<file path="src/rtl/pwm_stream_dac.sv">
// Multi-channel FIFO-fed PWM DAC: paces interleaved samples at a fixed frame rate,
// converts each to PWM_W bits, double-buffers a frame and drives one PWM pin per channel.
module pwm_stream_dac #(
  parameter int IN_W          = 16,
  parameter int PWM_W         = 8,
  parameter int NCH           = 1,
  parameter int SAMPLE_PERIOD = 2500,
  parameter bit MUTE_ON_UR    = 1'b0
) (
  input  logic            clk110,
  input  logic            RESET,
  input  logic            enable,
  input  logic [1:0]      mode,
  input  logic [IN_W-1:0] fifo_data,
  input  logic            fifo_empty_n,
  output logic            fifo_rd,
  output logic [NCH-1:0]  pwm_out,
  output logic            frame_strobe,
  output logic            underrun,
  input  logic            underrun_clr
);

  localparam int M      = IN_W - PWM_W;
  localparam int TICK_W = (SAMPLE_PERIOD > 1) ? $clog2(SAMPLE_PERIOD) : 1;
  localparam int CH_W   = (NCH > 1) ? $clog2(NCH) : 1;

  localparam logic [1:0] ST_IDLE  = 2'd0;
  localparam logic [1:0] ST_FETCH = 2'd1;
  localparam logic [1:0] ST_FULL  = 2'd2;

  localparam logic [TICK_W-1:0] TICK_LAST = TICK_W'(SAMPLE_PERIOD - 1);
  localparam logic [CH_W-1:0]   CH_LAST   = CH_W'(NCH - 1);
  localparam logic [PWM_W-1:0]  PWM_MAX   = '1;
  localparam logic [PWM_W-1:0]  PWM_MSB   = PWM_W'(1) << (PWM_W - 1);

  // Sample width reduction; assumes IN_W > PWM_W, and IN_W >= 2*PWM_W for the interleave mode.
  function automatic logic [PWM_W-1:0] conv(input logic [IN_W-1:0] s, input logic [1:0] md);
    logic [PWM_W-1:0] hi;
    logic [PWM_W:0]   sum;
    logic [PWM_W-1:0] r;
    hi  = s[IN_W-1:M];
    sum = {1'b0, hi} + (PWM_W + 1)'(s[M-1]);
    r   = hi;
    case (md)
      2'd0: r = hi;
      2'd1: for (int i = 0; i < PWM_W; i++) r[PWM_W-1-i] = s[IN_W-1-2*i];
      2'd2: r = sum[PWM_W] ? PWM_MAX : sum[PWM_W-1:0];
      default: r = hi ^ PWM_MSB;
    endcase
    return r;
  endfunction

  logic [1:0]                 state_q, state_d;
  logic [CH_W-1:0]            ch_q, ch_d;
  logic                       rd_last_q, rd_last_d;
  logic [TICK_W-1:0]          tick_cnt_q, tick_cnt_d;
  logic [PWM_W-1:0]           pwm_cnt_q, pwm_cnt_d;
  logic [NCH-1:0][PWM_W-1:0]  shadow_q, shadow_d;
  logic [NCH-1:0][PWM_W-1:0]  active_q, active_d;
  logic [NCH-1:0][PWM_W-1:0]  duty_q, duty_d;
  logic [NCH-1:0]             pwm_out_q, pwm_out_d;
  logic                       strobe_q, strobe_d;
  logic                       underrun_q, underrun_d;
  logic                       primed_q, primed_d;
  logic                       tick;

  assign tick    = enable & (tick_cnt_q == TICK_LAST);
  // Pops are spaced at least one idle cycle apart so the FIFO head has time to advance.
  assign fifo_rd = RESET & enable & (state_q == ST_FETCH) & fifo_empty_n & ~rd_last_q;

  always_comb begin
    // NOTE: every variable gets a default first so no path through this block can infer a latch.
    state_d    = state_q;
    ch_d       = ch_q;
    shadow_d   = shadow_q;
    active_d   = active_q;
    duty_d     = duty_q;
    primed_d   = primed_q;
    strobe_d   = 1'b0;
    rd_last_d  = fifo_rd;
    tick_cnt_d = tick ? '0 : tick_cnt_q + TICK_W'(1);
    pwm_cnt_d  = pwm_cnt_q + PWM_W'(1);
    underrun_d = underrun_q & ~underrun_clr;

    // Duties only change at the period boundary, so a pulse is never cut short or doubled.
    if (pwm_cnt_q == PWM_MAX) duty_d = active_q;
    for (int c = 0; c < NCH; c++) pwm_out_d[c] = (pwm_cnt_q < duty_q[c]);

    case (state_q)
      ST_IDLE: begin
        state_d = ST_FETCH;
        ch_d    = '0;
      end
      ST_FETCH: begin
        if (fifo_rd) begin
          shadow_d[ch_q] = conv(fifo_data, mode);
          if (ch_q == CH_LAST) begin
            state_d = ST_FULL;
            ch_d    = '0;
          end else begin
            ch_d = ch_q + CH_W'(1);
          end
        end
      end
      default: ;
    endcase

    if (tick) begin
      if (state_q == ST_FULL) begin
        active_d = shadow_q;
        strobe_d = 1'b1;
        primed_d = 1'b1;
        state_d  = ST_FETCH;
        ch_d     = '0;
      end else if (primed_q) begin
        // Fetch keeps its channel position so a late sample still lands in the right slot.
        underrun_d = 1'b1;
        if (MUTE_ON_UR) active_d = '0;
      end
    end

    if (!enable) begin
      state_d    = ST_IDLE;
      ch_d       = '0;
      tick_cnt_d = '0;
      pwm_cnt_d  = '0;
      shadow_d   = '0;
      active_d   = '0;
      duty_d     = '0;
      pwm_out_d  = '0;
      strobe_d   = 1'b0;
      underrun_d = 1'b0;
      primed_d   = 1'b0;
    end
  end

  // NOTE: the sample arrays are a handful of flops with a defined cleared state, so they are reset like the rest.
  always_ff @(posedge clk110) begin
    if (!RESET) begin
      state_q    <= ST_IDLE;
      ch_q       <= '0;
      rd_last_q  <= 1'b0;
      tick_cnt_q <= '0;
      pwm_cnt_q  <= '0;
      shadow_q   <= '0;
      active_q   <= '0;
      duty_q     <= '0;
      pwm_out_q  <= '0;
      strobe_q   <= 1'b0;
      underrun_q <= 1'b0;
      primed_q   <= 1'b0;
    end else begin
      // NOTE: non-blocking assignments so every flop samples the pre-edge value of the others.
      state_q    <= state_d;
      ch_q       <= ch_d;
      rd_last_q  <= rd_last_d;
      tick_cnt_q <= tick_cnt_d;
      pwm_cnt_q  <= pwm_cnt_d;
      shadow_q   <= shadow_d;
      active_q   <= active_d;
      duty_q     <= duty_d;
      pwm_out_q  <= pwm_out_d;
      strobe_q   <= strobe_d;
      underrun_q <= underrun_d;
      primed_q   <= primed_d;
    end
  end

  assign pwm_out      = pwm_out_q;
  assign frame_strobe = strobe_q;
  assign underrun     = underrun_q;

endmodule
</file>
<file path="config.mk">
export PLATFORM = sky130hd
export DESIGN_NAME = pwm_stream_dac
export DESIGN_NICKNAME = d
export VERILOG_FILES = /design/src/rtl/pwm_stream_dac.sv
export SDC_FILE = /design/constraint.sdc
export NUM_CORES = 1
export LEC_CHECK = 0
export BUFFER_PORTS_ARGS = -buffer_cell sky130_fd_sc_hd__buf_2
export CORE_MARGIN = 1.5
export CORE_UTILIZATION = 23
export CTS_CLUSTER_SIZE = 40
export DETAILED_ROUTE_END_ITERATION = 8
export PLACE_DENSITY = 0.49
export SYNTH_ARGS = -nofsm -noshare
export SYNTH_HDL_FRONTEND = slang
export SYNTH_SLANG_ARGS = --single-unit
</file>
<file path="constraint.sdc">
create_clock -name clk110 -period 3.8 [get_ports clk110]
set_input_delay 0.38 -clock clk110 [delete_from_list [all_inputs] [get_ports clk110]]
set_output_delay 0.38 -clock clk110 [all_outputs]
set_load 0.01 [all_outputs]
</file>
==> metrics.cfg, run 1 <==
[logic_synthesis]
ys_types=46
synth_compound_area_share_pct=13.6
synth_common_cells=52 x dfxtp_1, 35 x nor2_1, 17 x mux2i_1, 17 x nand3_1, 16 x nand2_1
synthAdderAreaFrac_pct=5.43
ys_seq_area_share_pct=41.1
synth_xor_area_share_pct=5.53
synth_area_leader_cell=dfxtp_1
post-synth-top-count-cell=dfxtp_1
synth-simple-area-share_pct=22.7
synthMuxAreaShare_pct=7.16
synthTopCellsByArea=dfxtp_1 41%, mux2i_1 6.7%, ha_1 5.4%
synthArstFlopShare_pct=0
syn_avg_cell_area_um2=8.95
synth_top_family_by_area=simple AND/OR/NAND/NOR gates
synthFlopType=dfxtp_1
ys_ff_latch=52
synth.cell_area_um2=2530
synth_top_area_share_pct=41.1
ys_warn_count=0
synth_edf_count=0
synthCells=283
syn_nets=317

[critical_path]
timing.critical_path.from=tick_cnt_q[0]$_SDFF_PP0_
cp-end-kind=register
r2r-start=tick_cnt_q[0]$_SDFF_PP0_
crit_fanout=8
worst-r2r-cell-count=5
crit_type=register to register
required_ns=3.99
cp.arrival_ns=2.34
reg2reg_to=active_q[7]$_SDFFE_PP0P_
start_kind=register
cp-endpoint=active_q[7]$_SDFFE_PP0P_
reg2reg_setup_slack_ns=1.65

[route]
drt-initial-drc-count=41
viasPerCell=4.40
drc=0
first_pass_iters=4
routedWlPerCell_um=11.0
vias=1938
drtAntennaViolNets=0
wirelength_um=4850

[clock_tree]
clock_path_buffers=2
post_cts_resized=0
cts_root_buf=clkbuf_8
tritoncts=built
htreeDepth=2
clk_latency_ns=0.30
postCtsSetupRepairBufs=0
clkSinkCount=52
clk_pin_slew_worst_paths_ns=0.09
cts-buffers-inserted=5
cts-hold-fix-buffers=0

[pwr]
worst_ir_drop_vdd_v=0.000159
p_leak_nw=0.989
p_per_area_nw_per_um2=323
p_total_mw=0.918

[floorplan]
io_pins=27
start_util_pct=23.5
core_um2=10800
die_area_um2=11600
die_h_um=108
core.rowCount=38
die_w_um=108

[final_layout]
drive_above_1_share_pct=14.0
fin_nets=334
utilization_pct=26.3
syn_to_final_growth_pct=12.3
num_antenna_cells=0

[placed_design]
portBuffers=22
dpl.hpwl_um=3530
routabilityCongestion=0.755

[global_route]
gr-usage-all-layers_pct=8.78
grt_pass1_vias=1874
antenna_found_initial=0
overflow=0
grt_pass1_wl_um=8320
grt_max_degree=29

[sta]
hold_viol_final=0
rsz0062_at_grt=false
setup_viol=0
worstMarginPinSlew_ns=0.790
setup-tns-final_ns=0
skew_ns=0.0110
finalMaxSlewViolations=0
fmax_mhz=465
fin_crit_ns=2.15
fin_crit_sh_pct=56.6
maxSlewHeadroom_pct=47.0

[status]
status=finished clean

[flow_run]
max_cap_viol_count=0

[min_path]
hp-class=primary input to register

[cells by family after synthesis]
group / Yosys count
and+or+nand+nor: 109
DFF: 52
adders and majority gates: 11
xor gates and xnor gates: 16
buffers and inverters: 25
AOI/OAI and AO/OA: 52
muxes: 18
[per-layer routing]
layer / part of all wire [%] / vias up / global-route usage [%] / routed length (µm)
li1: - / 1035 / - / -
met1: 52 / 868 / 10.9 / 2520
met2: 44 / 30 / 14.9 / 2120
met3: 2.8 / 5 / 2.23 / 136
met4: 1.4 / 0 / 2.82 / 67
met5: 0 / - / 0 / 0
[final cells by class]
cell class	count	area, µm²
Timing Repair Buffer	24	125
Clock buffer	5	68.8
Sequential cell	52	1040
Clock inverter	2	12.5
Multi-Input combinational cell	206	1380
Inverter	11	41.3
Tap cell	140	175
Fill cell	1168	7950
[registers in the layout (all words and copies together), names as in the netlist, 8 cells and up, named ones only]
register and cells:
tick_cnt_q 12, shadow_q 8, pwm_cnt_q 8, duty_q 8, active_q 8
[per-stage QoR]
stage,std cells,hold WS [ns],setup WS [ns],instance area (µm²)
floorplan,283,0.423,1.77,2530
global placement,433,0.429,1.67,2760
detailed placement,433,0.435,1.63,2760
CTS,440,0.353,1.61,2840
global route,440,0.354,1.49,2840
finish,440,0.350,1.65,2840
[worst min path at each step]
stage,from,to,slack (ns),cells after the start
detailed placement,ch_q$_SDFF_PP0_,ch_q$_SDFF_PP0_,0.43,2
global route,RESET,pwm_cnt_q[1]$_SDFF_PP0_,0.35,2
finish,RESET,pwm_cnt_q[1]$_SDFF_PP0_,0.35,2
global placement,ch_q$_SDFF_PP0_,ch_q$_SDFF_PP0_,0.43,2
CTS,RESET,pwm_cnt_q[1]$_SDFF_PP0_,0.35,2
floorplan,ch_q$_SDFF_PP0_,ch_q$_SDFF_PP0_,0.42,2
[power by group]
part | switching, mW | total (mW) | leakage (nW) | internal (mW)
clock | 0.174 | 0.299 | 0.0400 | 0.125
sequential | 0.00335 | 0.552 | 0.420 | 0.548
combinational | 0.0398 | 0.0667 | 0.530 | 0.0269
total | 0.218 | 0.918 | 0.989 | 0.700
[critical path, cell delays in order (launching register included)]
cell and delay [ns]:
dfxtp_1 0.40, ha_1 0.23, or4b_4 0.50, nor4_4 0.50, nand2_1 0.25, mux2i_1 0.17
[layout by cell type, fill, tap and decap left out, drive strengths merged, types with 2 or more instances in the layout]
cell / Yosys / layout
buf: 4 / 24
xnor2: 10 / 10
mux2i: 17 / 17
dfxtp: 52 / 52
a21oi: 15 / 15
or3: 3 / 3
xor2: 6 / 6
a31oi: 3 / 3
nor3: 7 / 7
and2: 2 / 2
o21ai: 11 / 11
and3: 5 / 5
o221a: 4 / 4
nand3: 17 / 17
nand2b: 2 / 2
nor2b: 8 / 8
nor2: 35 / 35
nand2: 17 / 17
nor4: 2 / 2
o22ai: 3 / 3
ha: 11 / 11
nand4: 5 / 5
clkbuf: 10 / 5
inv: 11 / 11
nand4b: 2 / 2
a211oi: 6 / 6
a21o: 3 / 3
(Power assumes the default switching activity.)
==> inputs of run 2 (changes only) <==
==> constraint.sdc (replaced) <==
create_clock -name clk110 -period 2.2 [get_ports clk110]
set_input_delay 0.22 -clock clk110 [delete_from_list [all_inputs] [get_ports clk110]]
set_output_delay 0.22 -clock clk110 [all_outputs]
set_load 0.01 [all_outputs]
==> run 2 against run 1 <==
Effect of this change:
- global-route usage up 0.40 points
- combinational power up 75%
- sequential cell count unchanged
- largest cell class unchanged
- first-iteration DRC count up 46%
- total power up 94%
- critical path type unchanged
- largest power group unchanged
- register-to-register slack worse by 1.5 ns
- clock skew up 0.00071 ns
- final cell count up 1.1%
- maximum frequency up 7.2%
- critical endpoint is now active_q[2]$_SDFFE_PP0P_
==> metrics.cfg, run 2 (synthesis gave the netlist of run 1 again) <==
[final_layout]
num_antenna_cells=0  ; unchanged
largest_register=tick_cnt_q
largest_register_ffs=12  ; unchanged
final_common_cell=dfxtp_1
fin_nets=338  ; +1.2%
drive_above_1_share_pct=15.4  ; +1.4 points
mostFrequentLayoutCells=52 x dfxtp_1, 35 x nor2_1, 22 x buf_2
fill_cells=1169  ; +0.086%
syn_to_final_growth_pct=15.2

[clock_tree]
cts_root_buf=clkbuf_8
postCtsSetupRepairBufs=0  ; unchanged
clock_path_buffers=2  ; unchanged
cts-hold-fix-buffers=0  ; unchanged
clkSinkCount=52  ; unchanged
clk_pin_slew_worst_paths_ns=0.10  ; about the same
htreeDepth=2  ; unchanged
clk_latency_ns=0.30  ; about the same
post_cts_resized=0  ; unchanged
cts-buffers-inserted=5  ; unchanged
tritoncts=built

[pwr]
intPower_mw=1.40  ; +99%
p_switching_mw=0.383  ; +76%
p_leak_nw=1.04  ; +4.7%
pwr-share-clk_pct=39.9  ; +7.3 points
p_per_area_nw_per_um2=610  ; +89%
p_seq_share_pct=53.5  ; -6.6 points
worst_ir_drop_vdd_v=0.000267  ; +67%
combPwrFrac_pct=6.6  ; -0.7 points
swShare_pct=21.5  ; -2.2 points

[critical_path]
crit_type=register to register
required_ns=2.38  ; -1.61 ns
start_kind=register
cp.arrival_ns=2.19  ; -0.15 ns
cp-end-kind=register
worst-r2r-cell-count=5  ; unchanged
crit_fanout=10  ; +2

[sta]
rsz0062_at_grt=false
finalMaxSlewViolations=0  ; unchanged
setup_viol=0  ; unchanged
worstMarginPinSlew_ns=0.640  ; -0.150 ns
fin_crit_ns=2.01  ; -0.144 ns
hold_ws_ns=0.187  ; -0.163 ns
fin_crit_sh_pct=91.2  ; +35 points
fmax_mhz=498  ; +7.2%
hold_viol_final=0  ; unchanged
setup-tns-final_ns=0  ; unchanged
skew_ns=0.0117  ; +0.000707 ns
maxSlewHeadroom_pct=57.3  ; +10 points

[route]
drtAntennaViolNets=0  ; unchanged
viasPerCell=4.44  ; +0.92%
drt-initial-drc-count=60  ; +46%
first_pass_iters=4  ; unchanged
wirelength_um=4940  ; +1.9%
vias=1978  ; +2.1%
drc=0  ; unchanged
routedWlPerCell_um=11.1  ; +0.71%

[global_route]
gr-usage-all-layers_pct=9.18  ; +0.40 points
antenna_found_initial=0  ; unchanged
grt_max_degree=29  ; unchanged
grt_pass1_wl_um=8710  ; +4.7%
grt_pass1_vias=1858  ; -0.85%
overflow=0  ; unchanged

[floorplan]
die_h_um=108  ; unchanged
core.rowCount=38  ; unchanged
start_util_pct=23.5  ; unchanged
core_um2=10800  ; unchanged
io_pins=27  ; unchanged
die_w_um=108  ; unchanged
die_area_um2=11600  ; unchanged

[placed_design]
portBuffers=22  ; unchanged
dpl.hpwl_um=3650  ; +3.3%
routabilityCongestion=0.721  ; -4.5%

[min_path]
hp-class=primary input to register
hold_depth=2  ; unchanged

[flow_run]
max_cap_viol_count=0  ; unchanged

[status]
status=finished clean

[run 2: worst paths after layout]
path / start / end / slack [ns]
setup / recovery: tick_cnt_q[1]$_SDFF_PP0_ / active_q[2]$_SDFFE_PP0P_ / 0.19
hold / removal: RESET / pwm_cnt_q[1]$_SDFF_PP0_ / 0.19
setup reg to reg: tick_cnt_q[1]$_SDFF_PP0_ / active_q[2]$_SDFFE_PP0P_ / 0.19
hold reg to reg: ch_q$_SDFF_PP0_ / ch_q$_SDFF_PP0_ / 0.45
[run 2: stage by stage]
step                      total power, mW  setup slack, ns  utilization [%]  instances  area (µm²)
after floorplan                      1.05            0.170                -        283        2530
after global placement               1.09            0.134             25.9        437        2790
after detailed placement             1.09            0.107             25.9        437        2790
after CTS                            1.81           0.0830             27.0        445        2920
after global routing                 1.85           0.0656             27.0        445        2920
final                                1.78            0.193             27.0        445        2920
[run 2: layout make-up]
cell class,instances,area (µm²),share of cell area (%)
well taps,140,175,6.00
repair buffers,28,155,5.32
inverters,11,41.3,1.42
multi-input cells,206,1380,47.3
clock buffers,7,96.3,3.30
flip-flops and latches,52,1040,35.7
clock inverters,1,30.0,1.03
[run 2: power groups by stage]
stage | logic (mW) | registers, mW | clock network (mW)
floorplan | 0.0781 | 0.973 | 0
global placement | 0.117 | 0.974 | 0
detailed placement | 0.118 | 0.974 | 0
CTS | 0.119 | 0.952 | 0.734
global route | 0.132 | 0.954 | 0.767
finish | 0.117 | 0.952 | 0.710
[run 2: worst max-delay path, cell delays in order, from the launching register on]
cell	delay, ns
dfxtp_1	0.38
ha_1	0.21
or4b_4	0.50
or4_4	0.54
o21ai_1	0.17
a21oi_1	0.08
[run 2: layer usage]
metal  track usage, %  up-vias  wire, µm
li1                 -     1042         -
met1             12.2      905      2510
met2             14.8       27      2240
met3             2.05        4       139
met4             2.82        0        44
met5                0        -         0
